--- config.mk ---
export PLATFORM = sky130hd
export DESIGN_NAME = mem_port_arbiter
export DESIGN_NICKNAME = d
export VERILOG_FILES = /design/src/rtl/mem_port_arbiter.sv
export SDC_FILE = /design/constraint.sdc
export NUM_CORES = 1
export LEC_CHECK = 0
export CAP_MARGIN = 30
export CORE_UTILIZATION = 41
export CTS_CLUSTER_DIAMETER = 40
export CTS_CLUSTER_SIZE = 16
export DETAILED_ROUTE_END_ITERATION = 16
export GPL_ROUTABILITY_DRIVEN = 0
export PLACE_DENSITY = 0.86
export SYNTH_ARGS = -nofsm -noshare
export SYNTH_HDL_FRONTEND = slang
export SYNTH_SLANG_ARGS = --single-unit
--- constraint.sdc ---
create_clock -name clk -period 3.3 [get_ports clk]
set_input_delay 0.825 -clock clk [delete_from_list [all_inputs] [get_ports clk]]
set_output_delay 0.825 -clock clk [all_outputs]
set_load 0.05 [all_outputs]
--- src/rtl/mem_port_arbiter.sv ---
`default_nettype none
// ============================================================================
// Module      : mem_port_arbiter
// Description : Shares one single-ported unified memory between the core's
//               instruction-fetch (IF) stage and its data-memory (DM) stage.
//               Data requests win arbitration by default. A starvation guard
//               forces a fetch grant after STARVE_LIMIT consecutive data grants
//               made while a fetch was waiting. Exactly one memory transaction
//               is outstanding at a time, and each response is routed back to
//               the requester that owns it. A fetch flush drops the response
//               of an in-flight fetch; the memory transaction still completes.
// Revision    : 1.0 - initial release
// ----------------------------------------------------------------------------
// Ports
//   clk          in   1             clock, rising edge
//   rst          in   1             synchronous reset, active low
//   i_if_req     in   1             fetch request, held with address until ready
//   i_if_addr    in   ADDR_WIDTH    fetch address
//   i_if_flush   in   1             discard the response of the in-flight fetch
//   o_if_ready   out  1             fetch request accepted (single-cycle pulse)
//   o_if_rvalid  out  1             fetch data valid (single-cycle pulse)
//   o_if_rdata   out  DATA_WIDTH    fetch data
//   i_dm_req     in   1             data request, held with payload until ready
//   i_dm_we      in   1             1 = write
//   i_dm_addr    in   ADDR_WIDTH    data address
//   i_dm_wdata   in   DATA_WIDTH    write data
//   i_dm_wstrb   in   DATA_WIDTH/8  byte strobes
//   o_dm_ready   out  1             data request accepted (single-cycle pulse)
//   o_dm_rvalid  out  1             read data or write ack (single-cycle pulse)
//   o_dm_rdata   out  DATA_WIDTH    read data, 0 for writes
//   o_mem_req    out  1             memory request, held until i_mem_gnt
//   o_mem_we     out  1             latched write enable
//   o_mem_addr   out  ADDR_WIDTH    latched address
//   o_mem_wdata  out  DATA_WIDTH    latched write data
//   o_mem_wstrb  out  DATA_WIDTH/8  latched byte strobes
//   i_mem_gnt    in   1             memory accepts the request
//   i_mem_rvalid in   1             memory response (read data or write ack)
//   i_mem_rdata  in   DATA_WIDTH    memory response data
// ============================================================================
module mem_port_arbiter #(
    parameter int ADDR_WIDTH   = 32,
    parameter int DATA_WIDTH   = 32,
    parameter int STARVE_LIMIT = 4
) (
    input  logic                    clk,
    input  logic                    rst,
    // instruction-fetch port
    input  logic                    i_if_req,
    input  logic [ADDR_WIDTH-1:0]   i_if_addr,
    input  logic                    i_if_flush,
    output logic                    o_if_ready,
    output logic                    o_if_rvalid,
    output logic [DATA_WIDTH-1:0]   o_if_rdata,
    // data-memory port
    input  logic                    i_dm_req,
    input  logic                    i_dm_we,
    input  logic [ADDR_WIDTH-1:0]   i_dm_addr,
    input  logic [DATA_WIDTH-1:0]   i_dm_wdata,
    input  logic [DATA_WIDTH/8-1:0] i_dm_wstrb,
    output logic                    o_dm_ready,
    output logic                    o_dm_rvalid,
    output logic [DATA_WIDTH-1:0]   o_dm_rdata,
    // unified memory port
    output logic                    o_mem_req,
    output logic                    o_mem_we,
    output logic [ADDR_WIDTH-1:0]   o_mem_addr,
    output logic [DATA_WIDTH-1:0]   o_mem_wdata,
    output logic [DATA_WIDTH/8-1:0] o_mem_wstrb,
    input  logic                    i_mem_gnt,
    input  logic                    i_mem_rvalid,
    input  logic [DATA_WIDTH-1:0]   i_mem_rdata
);

    // ------------------------------------------------------------------------
    // Constants
    // ------------------------------------------------------------------------
    localparam int c_STRB_W = DATA_WIDTH / 8;

    // A limit of 0 still needs a one-bit counter so the logic stays legal.
    // The counter then never advances because fetch always wins.
    localparam int c_CNT_W = (STARVE_LIMIT > 0) ? $clog2(STARVE_LIMIT + 1) : 1;
    localparam logic [c_CNT_W-1:0] c_LIMIT   = c_CNT_W'(STARVE_LIMIT);
    localparam logic [c_CNT_W-1:0] c_CNT_ONE = c_CNT_W'(1);

    localparam logic [1:0] c_S_IDLE = 2'd0;
    localparam logic [1:0] c_S_REQ  = 2'd1;
    localparam logic [1:0] c_S_RESP = 2'd2;

    localparam logic c_OWN_IF = 1'b0;
    localparam logic c_OWN_DM = 1'b1;

    // ------------------------------------------------------------------------
    // Registers
    // ------------------------------------------------------------------------
    logic [1:0]            r_state;
    logic                  r_owner;
    logic                  r_drop;
    logic [c_CNT_W-1:0]    r_starve_cnt;

    logic                  r_mem_we;
    logic [ADDR_WIDTH-1:0] r_mem_addr;
    logic [DATA_WIDTH-1:0] r_mem_wdata;
    logic [c_STRB_W-1:0]   r_mem_wstrb;

    logic                  r_if_rvalid;
    logic [DATA_WIDTH-1:0] r_if_rdata;
    logic                  r_dm_rvalid;
    logic [DATA_WIDTH-1:0] r_dm_rdata;

    // ------------------------------------------------------------------------
    // Wires
    // ------------------------------------------------------------------------
    logic [1:0] w_state_nxt;
    logic       w_idle;
    logic       w_dm_wins;
    logic       w_grant_if;
    logic       w_grant_dm;
    logic       w_grant;
    logic       w_flush_hit;
    logic       w_resp_done;
    logic       w_if_drop;

    // ------------------------------------------------------------------------
    // Arbitration
    // ------------------------------------------------------------------------
    // Arbitration is gated with rst. This keeps a ready pulse from appearing
    // for a request that the reset edge would then discard.
    assign w_idle = (r_state == c_S_IDLE) && rst;

    // Data wins unless a fetch is waiting and the guard has already let
    // STARVE_LIMIT data grants pass it.
    assign w_dm_wins  = i_dm_req && (!i_if_req || (r_starve_cnt < c_LIMIT));
    assign w_grant_dm = w_idle && w_dm_wins;
    assign w_grant_if = w_idle && i_if_req && !w_dm_wins;
    assign w_grant    = w_grant_dm || w_grant_if;

    // A flush only matters while the fetch is actually in flight.
    assign w_flush_hit = i_if_flush && (r_owner == c_OWN_IF) && (r_state != c_S_IDLE);
    assign w_resp_done = (r_state == c_S_RESP) && i_mem_rvalid;

    // A flush that arrives in the same cycle as the response also drops it.
    assign w_if_drop   = r_drop || i_if_flush;

    // ------------------------------------------------------------------------
    // Transaction sequencer
    // ------------------------------------------------------------------------
    always_ff @(posedge clk) begin
        if (!rst) begin
            r_state <= c_S_IDLE;
        end else begin
            r_state <= w_state_nxt;
        end
    end

    always_comb begin
        w_state_nxt = r_state;
        case (r_state)
            c_S_IDLE: begin
                if (w_grant) begin
                    w_state_nxt = c_S_REQ;
                end
            end
            c_S_REQ: begin
                if (i_mem_gnt) begin
                    w_state_nxt = c_S_RESP;
                end
            end
            c_S_RESP: begin
                if (i_mem_rvalid) begin
                    w_state_nxt = c_S_IDLE;
                end
            end
            default: begin
                w_state_nxt = c_S_IDLE;
            end
        endcase
    end

    // ------------------------------------------------------------------------
    // Payload, ownership, starvation guard and response routing
    // ------------------------------------------------------------------------
    always_ff @(posedge clk) begin
        if (!rst) begin
            r_owner      <= c_OWN_IF;
            r_drop       <= 1'b0;
            r_starve_cnt <= '0;
            r_mem_we     <= 1'b0;
            r_mem_addr   <= '0;
            r_mem_wdata  <= '0;
            r_mem_wstrb  <= '0;
            r_if_rvalid  <= 1'b0;
            r_if_rdata   <= '0;
            r_dm_rvalid  <= 1'b0;
            r_dm_rdata   <= '0;
        end else begin
            // Response outputs are single-cycle pulses. The data is zeroed
            // whenever it is not valid.
            r_if_rvalid <= 1'b0;
            r_if_rdata  <= '0;
            r_dm_rvalid <= 1'b0;
            r_dm_rdata  <= '0;

            if (w_grant_if) begin
                r_owner      <= c_OWN_IF;
                r_drop       <= 1'b0;
                r_mem_we     <= 1'b0;
                r_mem_addr   <= i_if_addr;
                r_mem_wdata  <= '0;
                r_mem_wstrb  <= '0;
                r_starve_cnt <= '0;
            end else if (w_grant_dm) begin
                r_owner     <= c_OWN_DM;
                r_drop      <= 1'b0;
                r_mem_we    <= i_dm_we;
                r_mem_addr  <= i_dm_addr;
                r_mem_wdata <= i_dm_wdata;
                r_mem_wstrb <= i_dm_wstrb;
                // Only data grants that bypass a waiting fetch count toward
                // starvation.
                if (i_if_req && (r_starve_cnt != c_LIMIT)) begin
                    r_starve_cnt <= r_starve_cnt + c_CNT_ONE;
                end
            end

            if (w_flush_hit) begin
                r_drop <= 1'b1;
            end

            if (w_resp_done) begin
                r_drop <= 1'b0;
                if (r_owner == c_OWN_IF) begin
                    if (!w_if_drop) begin
                        r_if_rvalid <= 1'b1;
                        r_if_rdata  <= i_mem_rdata;
                    end
                end else begin
                    r_dm_rvalid <= 1'b1;
                    r_dm_rdata  <= r_mem_we ? '0 : i_mem_rdata;
                end
            end
        end
    end

    // ------------------------------------------------------------------------
    // Outputs
    // ------------------------------------------------------------------------
    assign o_if_ready  = w_grant_if;
    assign o_dm_ready  = w_grant_dm;
    assign o_if_rvalid = r_if_rvalid;
    assign o_if_rdata  = r_if_rdata;
    assign o_dm_rvalid = r_dm_rvalid;
    assign o_dm_rdata  = r_dm_rdata;

    assign o_mem_req   = (r_state == c_S_REQ);
    assign o_mem_we    = r_mem_we;
    assign o_mem_addr  = r_mem_addr;
    assign o_mem_wdata = r_mem_wdata;
    assign o_mem_wstrb = r_mem_wstrb;

endmodule

`default_nettype wire

* Word level (Yosys, flattened, before mapping)
Index checks and enable logic that the tools add are counted.
Widths: inputs -> output; s select.
** Word-level totals
- Register bits :: 142
- Bits in writable memories :: 0
- Latch bits :: 0
- Logic and storage cells :: 60
- Memories kept :: 0
- Output and inout bits :: 138
- Input port bits :: 140
- ROM bits :: 0
** Cells by class
- Order comparisons :: 1
- $mul :: 0
- Reductions and logical operators :: 26
- Bitwise logic cells :: 3
- Equality and inequality tests :: 6
- Add/subtract/negate cells :: 1
- Muxes and demuxes :: 11
- Shift-type cells :: 0
- Divide/modulo/power cells :: 0
** Operators by type and width (number)
- $mux 32 :: 2
- $logic_and 1x1->1 :: 9
- $reduce_or 4->1 :: 2
- $mux 2 :: 3
- $pmux 2 s3 :: 1
- $mux 1 :: 5
- $ne 2x2->1 const B :: 2
- $reduce_and 2->1 :: 2
- $reduce_bool 2->1 :: 2
- $reduce_or 2->1 :: 2
- $add 3x1->3 const B :: 1
- $logic_or 1x1->1 :: 3
- $lt 3x3->1 const B :: 1
- $ne 3x3->1 const B :: 1
- $not 1->1 :: 3
- $reduce_and 3->1 :: 1
- $reduce_bool 3->1 :: 1
- $reduce_or 3->1 :: 1
- $eq 2x1->1 const B :: 1
- $eq 2x2->1 const B :: 1
- $logic_not 1->1 :: 2
- $logic_not 2->1 :: 1
- $ne 2x1->1 const B :: 1

* Logic depth before layout (Yosys ltp)
Gate-level depths: netlist of the first run.
- Depth after elaboration :: 8
- Gate-level depth with buffers :: 6
- Depth with buffers taken out :: 4

* Worst setup path before layout of the first run
Ideal clock, no wire load.
- Path kind :: input to output
- Start :: input port rst
- End :: output port o_dm_ready
- Setup slack :: 0.128 ns
- Arrival :: 2.347 ns
- Stages :: 5
- Cells stage by stage :: buf_4 > or3b_4 > buf_2 > buf_2 > nor2_1
** On the way
- Cells in the longest elaborated chain, start to end :: 2
** Ends and longest elaborated chain
- from (decl) :: RTL line 46 : input logic rst,
- $logic_and 1x1->1 :: RTL line 128 : assign w_idle = (r_state == c_S_IDLE) && rst;
- $logic_and 1x1->1 :: RTL line 133 : assign w_grant_dm = w_idle && w_dm_wins;
- to (decl) :: RTL line 60 : output logic o_dm_ready,
No other way between the ends.

* Worst setup path in the final report of the first run
- Start :: input port rst
- End :: output port o_if_ready
** On the way
- Cells in the longest elaborated chain, start to end :: 3
** Ends and longest elaborated chain
- $logic_and 1x1->1 :: RTL line 128
- $logic_and 1x1->1 (2 in series) :: RTL line 134 : assign w_grant_if = w_idle && i_if_req && !w_dm_wins;
- to (decl) :: RTL line 51 : output logic o_if_ready,
No other way between the ends.

==> metrics.txt, run 1 <==
Synth cell types=36; HP Class=reg2reg; Worst Clk Skew=around 0.0093 ns; vias in the first global route=4468; full die area=roughly 12000 um2; hold depth=2; setup bufs post-CTS=0; Final ANT Viol Nets=0; GRT overflow=0; synth top area cells=dfxtp_1 59%, and2_1 8.3%, a221o_1 6.6%, a21oi_1 4.2%, and3_1 4.1%; final setup fails=0; core area=between 10000 and 15000 um2; Final Max Slew Viols=0; drc violations=0; Crit. End Element=output port; # diodes=0; Cell Area, Placed=a little under 8000 um2; critical path type=in2out; final cycle utilization of the critical path=a little over nine tenths; crit path launch type=input pin; CTS tree=done; worst r2r src=r_state[1]$_SDFFE_PN0P_; Overall Power=4.37 mW; H-tree level count=4; post-CTS sizing=0; final core utilization=73.0%; CP required=2.47 ns; DPL Wire Length=10400 um; Max Cap Viol=0; Post-Place Cells=between 800 and 900; DR pass1 iterations=4; status=finished clean; Area Overhead vs Synth=72.9%; Mapped Cells=roughly 470; Starting DRT DRC Count=around 250; hold path start=o_mem_wdata[21]$_SDFFE_PP0P_; Worst Tran Pin Value=around 0.56 ns; largest net degree at the start of global routing=50; Sink Count=142; Site Rows=39; worst r2r dst=o_mem_addr[4]$_SDFFE_PN0P_; Synth Register Bits=around 140; final WL=about 14000 um; Leak Pwr=approximately 3.2 nW; I/O Buffers=between 200 and 300; setup_tns=0 ns; Peak VDD IR=between 0.0003 and 0.0004 V; Die H=roughly 110 um; CTS Buffer Depth=2; root buffer cell=clkbuf_16; Fillers=roughly 800; WL/cell=16.1 um; clock latency on the worst-skew pair=around 0.4 ns; final instance area=8370 um2; All-Layer GR Usage=23.7%; P per Cell Area=522 nW/um2; Yosys top cell area share=about three fifths; Final #Nets=880; CTS Hold Buffers Added=0; Slew Limit Headroom=a little over 60%; Finished Layout Cells=approximately 890; die width=about 110 um; vias per cell=just over 5; Vias=~4600; # IOs=about 280; Crit Path Max Fanout=7; Starting Density=~42%; Synth warnings=0; Synthesized Nets=610; share of cells above drive strength 1=about 7.6%; first-pass GRT wire length=around 23000 um; mapped cell area=approximately 4800 um2; Critical Path AT=between 2 and 2.5 ns; Mean Syn Cell Area=10.3 um2; worst setup path start=rst; CTS Buf Count=17; reg-to-reg slack, setup=1.30 ns; final hold vios=0; Reg2Reg Depth=4; unrepaired setup endpoints after global routing=false; post-synthesis sequential area ratio=58.7%; hold path endpoint=o_mem_wdata[21]$_SDFFE_PP0P_; Clock transition at path regs=~0.05 ns; highest clock rate=around 0.32 GHz; initial antenna violation count=0; fin crit period=3.13 ns; Synth area leader=dfxtp_1
-- cell families (layout without fill, tap and decap cells) --
| family | Yosys count | count (layout) | share of synthesized area (%) |
|---|---|---|---|
| and+or+nand+nor | 158 | 158 | 19.8 |
| DFF | 142 | 142 | 58.7 |
| buffers and inverters | 45 | 328 | 4.44 |
| adders and majority gates | 2 | 2 | 0.517 |
| AOI/OAI and AO/OA | 121 | 121 | 16.5 |
-- flip-flops by register name, summed over array words and instances, names as in the netlist --
| name | count |
|---|---|
| r_starve_cnt | 3 |
| o_dm_rvalid | 1 |
| o_mem_addr | 32 |
| o_mem_wdata | 32 |
| o_if_rvalid | 1 |
| o_mem_we | 1 |
| r_owner | 1 |
| r_drop | 1 |
| o_dm_rdata | 32 |
| r_state | 2 |
| o_mem_wstrb | 4 |
| o_if_rdata | 32 |
-- routing by layer --
metal	vias up	track usage (%)	share of wire, %
met2	225	40.5	50
met5	-	0	0
li1	2205	-	-
met1	2109	26.8	40
met3	22	7.93	7.3
met4	0	10.1	2.4
-- cell usage in the layout (no fill, tap or decap), drive strengths merged, types with 3 or more instances in the layout --
master           n
nor2b            4
buf             17
nor2             6
nand3           39
dfxtp          142
a21oi           41
o21ai           40
clkdlybuf4s50  275
inv              9
clkbuf          19
clkinvlp         3
and2            64
and3            32
clkinv           4
a221o           32
-- area by class of cell --
cell class / count / area, um2 / share of cell area [%]
clock buffer: 19 / 453 / 5.41
clock inverter: 13 / 130 / 1.55
inverter: 4 / 15.0 / 0.179
multi-input combinational: 281 / 1830 / 21.8
sequential: 142 / 2840 / 34.0
tap: 143 / 179 / 2.14
timing repair buffer: 292 / 2930 / 34.9
-- worst max-delay path by stage --
| stage | end | depth (start not counted) |
|---|---|---|
| finish | o_if_ready | 4 |
| global placement | o_if_ready | 4 |
| floorplan | o_dm_ready | 5 |
| global route | o_if_ready | 4 |
| detailed placement | o_if_ready | 4 |
| CTS | o_if_ready | 4 |
-- stage by stage --
step / hold slack, ns / setup slack [ns]
5_1_grt: 0.498 / 0.139
3_3_place_gp: 0.460 / 0.176
3_5_place_dp: 0.466 / 0.172
4_1_cts: 0.473 / 0.162
6_report: 0.474 / 0.167
2_1_floorplan: 0.467 / 0.128
-- cell usage after synthesis (all sizes together) --
cell type  count
inv            4
o41ai          1
a31oi          1
nor2           6
a221o         32
nor4bb         1
o311a          1
o31a           1
and2          64
nor3b          2
or3b           1
o21a           1
or4bb          1
nand2          2
and3          32
o21ai         40
ha             2
nor2b          4
a21bo          1
buf           18
nand4b         1
a21oi         41
nor4           1
dfxtp        142
nand3         39
nor4b          1
o31ai          1
nor3           2
clkbuf        23
nand2b         1
a21boi         1
-- report_power, final --
part | switching [mW] | leakage, nW | internal, mW
Sequential | 0.0399 | 1.15 | 1.78
Combinational | 0.386 | 1.81 | 0.323
Clock | 0.748 | 0.279 | 1.09
Total | 1.17 | 3.24 | 3.19
-- critical path, stage by stage --
cell,delay (ns)
clkdlybuf4s50_1,0.47
or3b_4,0.41
nor3_4,0.41
buf_12,0.20
Note: power is estimated with default switching activity, not from simulation.
==> inputs of run 2 (changes only) <==
--- a/config.mk
+++ b/config.mk
@@ -6,12 +6,12 @@
 export NUM_CORES = 1
 export LEC_CHECK = 0
 export CAP_MARGIN = 30
-export CORE_UTILIZATION = 41
+export CORE_UTILIZATION = 34
 export CTS_CLUSTER_DIAMETER = 40
 export CTS_CLUSTER_SIZE = 16
 export DETAILED_ROUTE_END_ITERATION = 16
 export GPL_ROUTABILITY_DRIVEN = 0
-export PLACE_DENSITY = 0.86
+export PLACE_DENSITY = 0.76
 export SYNTH_ARGS = -nofsm -noshare
 export SYNTH_HDL_FRONTEND = slang
 export SYNTH_SLANG_ARGS = --single-unit
==> constraint.sdc (replaced) <==
create_clock -name clk -period 2.7 [get_ports clk]
set_input_delay 0.675 -clock clk [delete_from_list [all_inputs] [get_ports clk]]
set_output_delay 0.675 -clock clk [all_outputs]
set_load 0.05 [all_outputs]
==> metrics.txt, run 2 (synthesis gave the netlist of run 1 again) <==
status=finished clean; Clock transition at path regs=approximately 0.06 ns; WL/cell=roughly 16 um; # IOs=about 280; die width=roughly 120 um; largest net degree at the start of global routing=between 40 and 50; setup_tns=0 ns; Site Rows=between 40 and 50; GRT overflow=0; Reg2Reg Depth=5; vias in the first global route=4584; DPL Wire Length=~11000 um; first-pass GRT wire length=about 23000 um; vias per cell=4.88; final WL=between 10000 and 15000 um; worst r2r src=r_state[1]$_SDFFE_PN0P_; Worst Tran Pin Value=0.548 ns; DR pass1 iterations=4; hold path endpoint=o_mem_wdata[19]$_SDFFE_PP0P_; final cycle utilization of the critical path=slightly above 90%; drc violations=0; Crit. End Element=output port; Critical Path AT=roughly 1.8 ns; hold path start=o_mem_wdata[19]$_SDFFE_PP0P_; unrepaired setup endpoints after global routing=false; crit path launch type=flop; All-Layer GR Usage=between 20% and 30%; worst r2r dst=o_mem_addr[11]$_SDFFE_PN0P_; Peak VDD IR=0.000401 V; full die area=approximately 15000 um2; Vias=approximately 4600; slowest CP cell=or3b_4; Starting Density=around a third; final hold vios=0; root buffer cell=clkbuf_16; Final Max Slew Viols=0; CTS Buf Count=17; reg-to-reg slack, setup=between 0.6 and 0.7 ns; Die H=121 um; Hold WS=around 0.48 ns; CP required=a little over 2 ns; H-tree level count=4; final core utilization=between 60% and 70%; most frequent cells in the layout=273 x clkdlybuf4s50_1, 142 x dfxtp_1, 64 x and2_1, 41 x a21oi_1, 39 x nand3_1; Max Cap Viol=0; Sink Count=142; CTS Buffer Depth=2; Starting DRT DRC Count=roughly 280; Crit Path Max Fanout=12; Final ANT Viol Nets=0; commonest non-fill, non-tap cell in the layout=clkdlybuf4s50_1; critical path type=reg2out; clock latency on the worst-skew pair=0.41 ns; Leak Pwr=about 3.3 nW; Post-Place Worst Slack=-0.0868 ns; CTS tree=done; slowest stage delay, CP=a little under 0.5 ns; initial antenna violation count=0; core area=13900 um2; Slew Limit Headroom=63.4%; highest clock rate=0.397 GHz; final setup fails=0; hold depth=2; I/O Buffers=about 280; HP Class=reg2reg; P per Cell Area=645 nW/um2; # diodes=0; PnR worst setup slack=~0.18 ns; Final #Nets=885; crit-path cells=or3b_4, nor3_4, buf_12; Worst Clk Skew=~0.0063 ns; Area Overhead vs Synth=75.4%; Overall Power=approximately 5.5 mW; share of cells above drive strength 1=under 10%; fin crit period=about 2.5 ns
==> run 2: cell count changes in the layout (fill, tap and decap cells not counted) <==
cell and change:
buf_12 +2, buf_16 -1, buf_4 +5, bufinv_16 +2
clkbuf_1 +1, clkdlybuf4s50_1 -2, clkinv_2 +1, clkinv_4 -1
dlygate4sd2_1 +1, inv_6 -3, nor2_1 -1, nor2_2 +1
==> run 2: cell type report <==
class / instances / area (um2)
Fill cell: 1138 / 5390
Timing Repair Buffer: 297 / 2960
Sequential cell: 142 / 2840
Multi-Input combinational cell: 281 / 1830
Clock buffer: 20 / 457
Tap cell: 180 / 225
Clock inverter: 12 / 160
Inverter: 4 / 15.0
==> run 2: what timing repair did <==
action                                  in CTS  in global routing
resized for setup                            1                  0
hold buffers                                 0                  0
endpoints found under the setup margin       2                  0
setup buffers                                1                  0
==> run 2: worst max-delay path by stage <==
stage / end / cells past startpoint / slack (ns) / startpoint
floorplan: o_dm_ready / 5 / 0.05 / rst
global placement: o_if_ready / 4 / -0.07 / rst
detailed placement: o_if_ready / 4 / -0.09 / rst
CTS: o_if_ready / 3 / 0.15 / r_state[0]$_SDFFE_PN0P_
global route: o_if_ready / 3 / 0.11 / r_state[0]$_SDFFE_PN0P_
finish: o_if_ready / 3 / 0.18 / r_state[1]$_SDFFE_PN0P_
==> run 2: critical path: cells and delay by family (launching register included) <==
kind | cells | cell delay [ns]
buffers and inverters | 1 | 0.18
and+or+nand+nor | 2 | 0.80
DFF | 1 | 0.45
==> run 2: where the power goes <==
part / switching [mW] / internal [mW] / leakage, nW / total, mW
Sequential: 0.0502 / 2.17 / 1.15 / 2.22
Combinational: 0.476 / 0.401 / 1.84 / 0.877
Clock: 0.869 / 1.51 / 0.295 / 2.38
==> run 2: per-layer routing <==
metal	share of wire (%)	global-route usage, %	up-vias
met5	0	0	-
met4	2.6	9.88	0
met3	7.8	6.44	29
met2	50	35.5	222
met1	39	21.1	2111
li1	-	-	2210
==> run 2: through the flow <==
stage | cells | area (um2)
finish | 936 | 8490
global placement | 903 | 7870
CTS | 936 | 8490
detailed placement | 903 | 7870
global route | 936 | 8490
floorplan | 468 | 4850
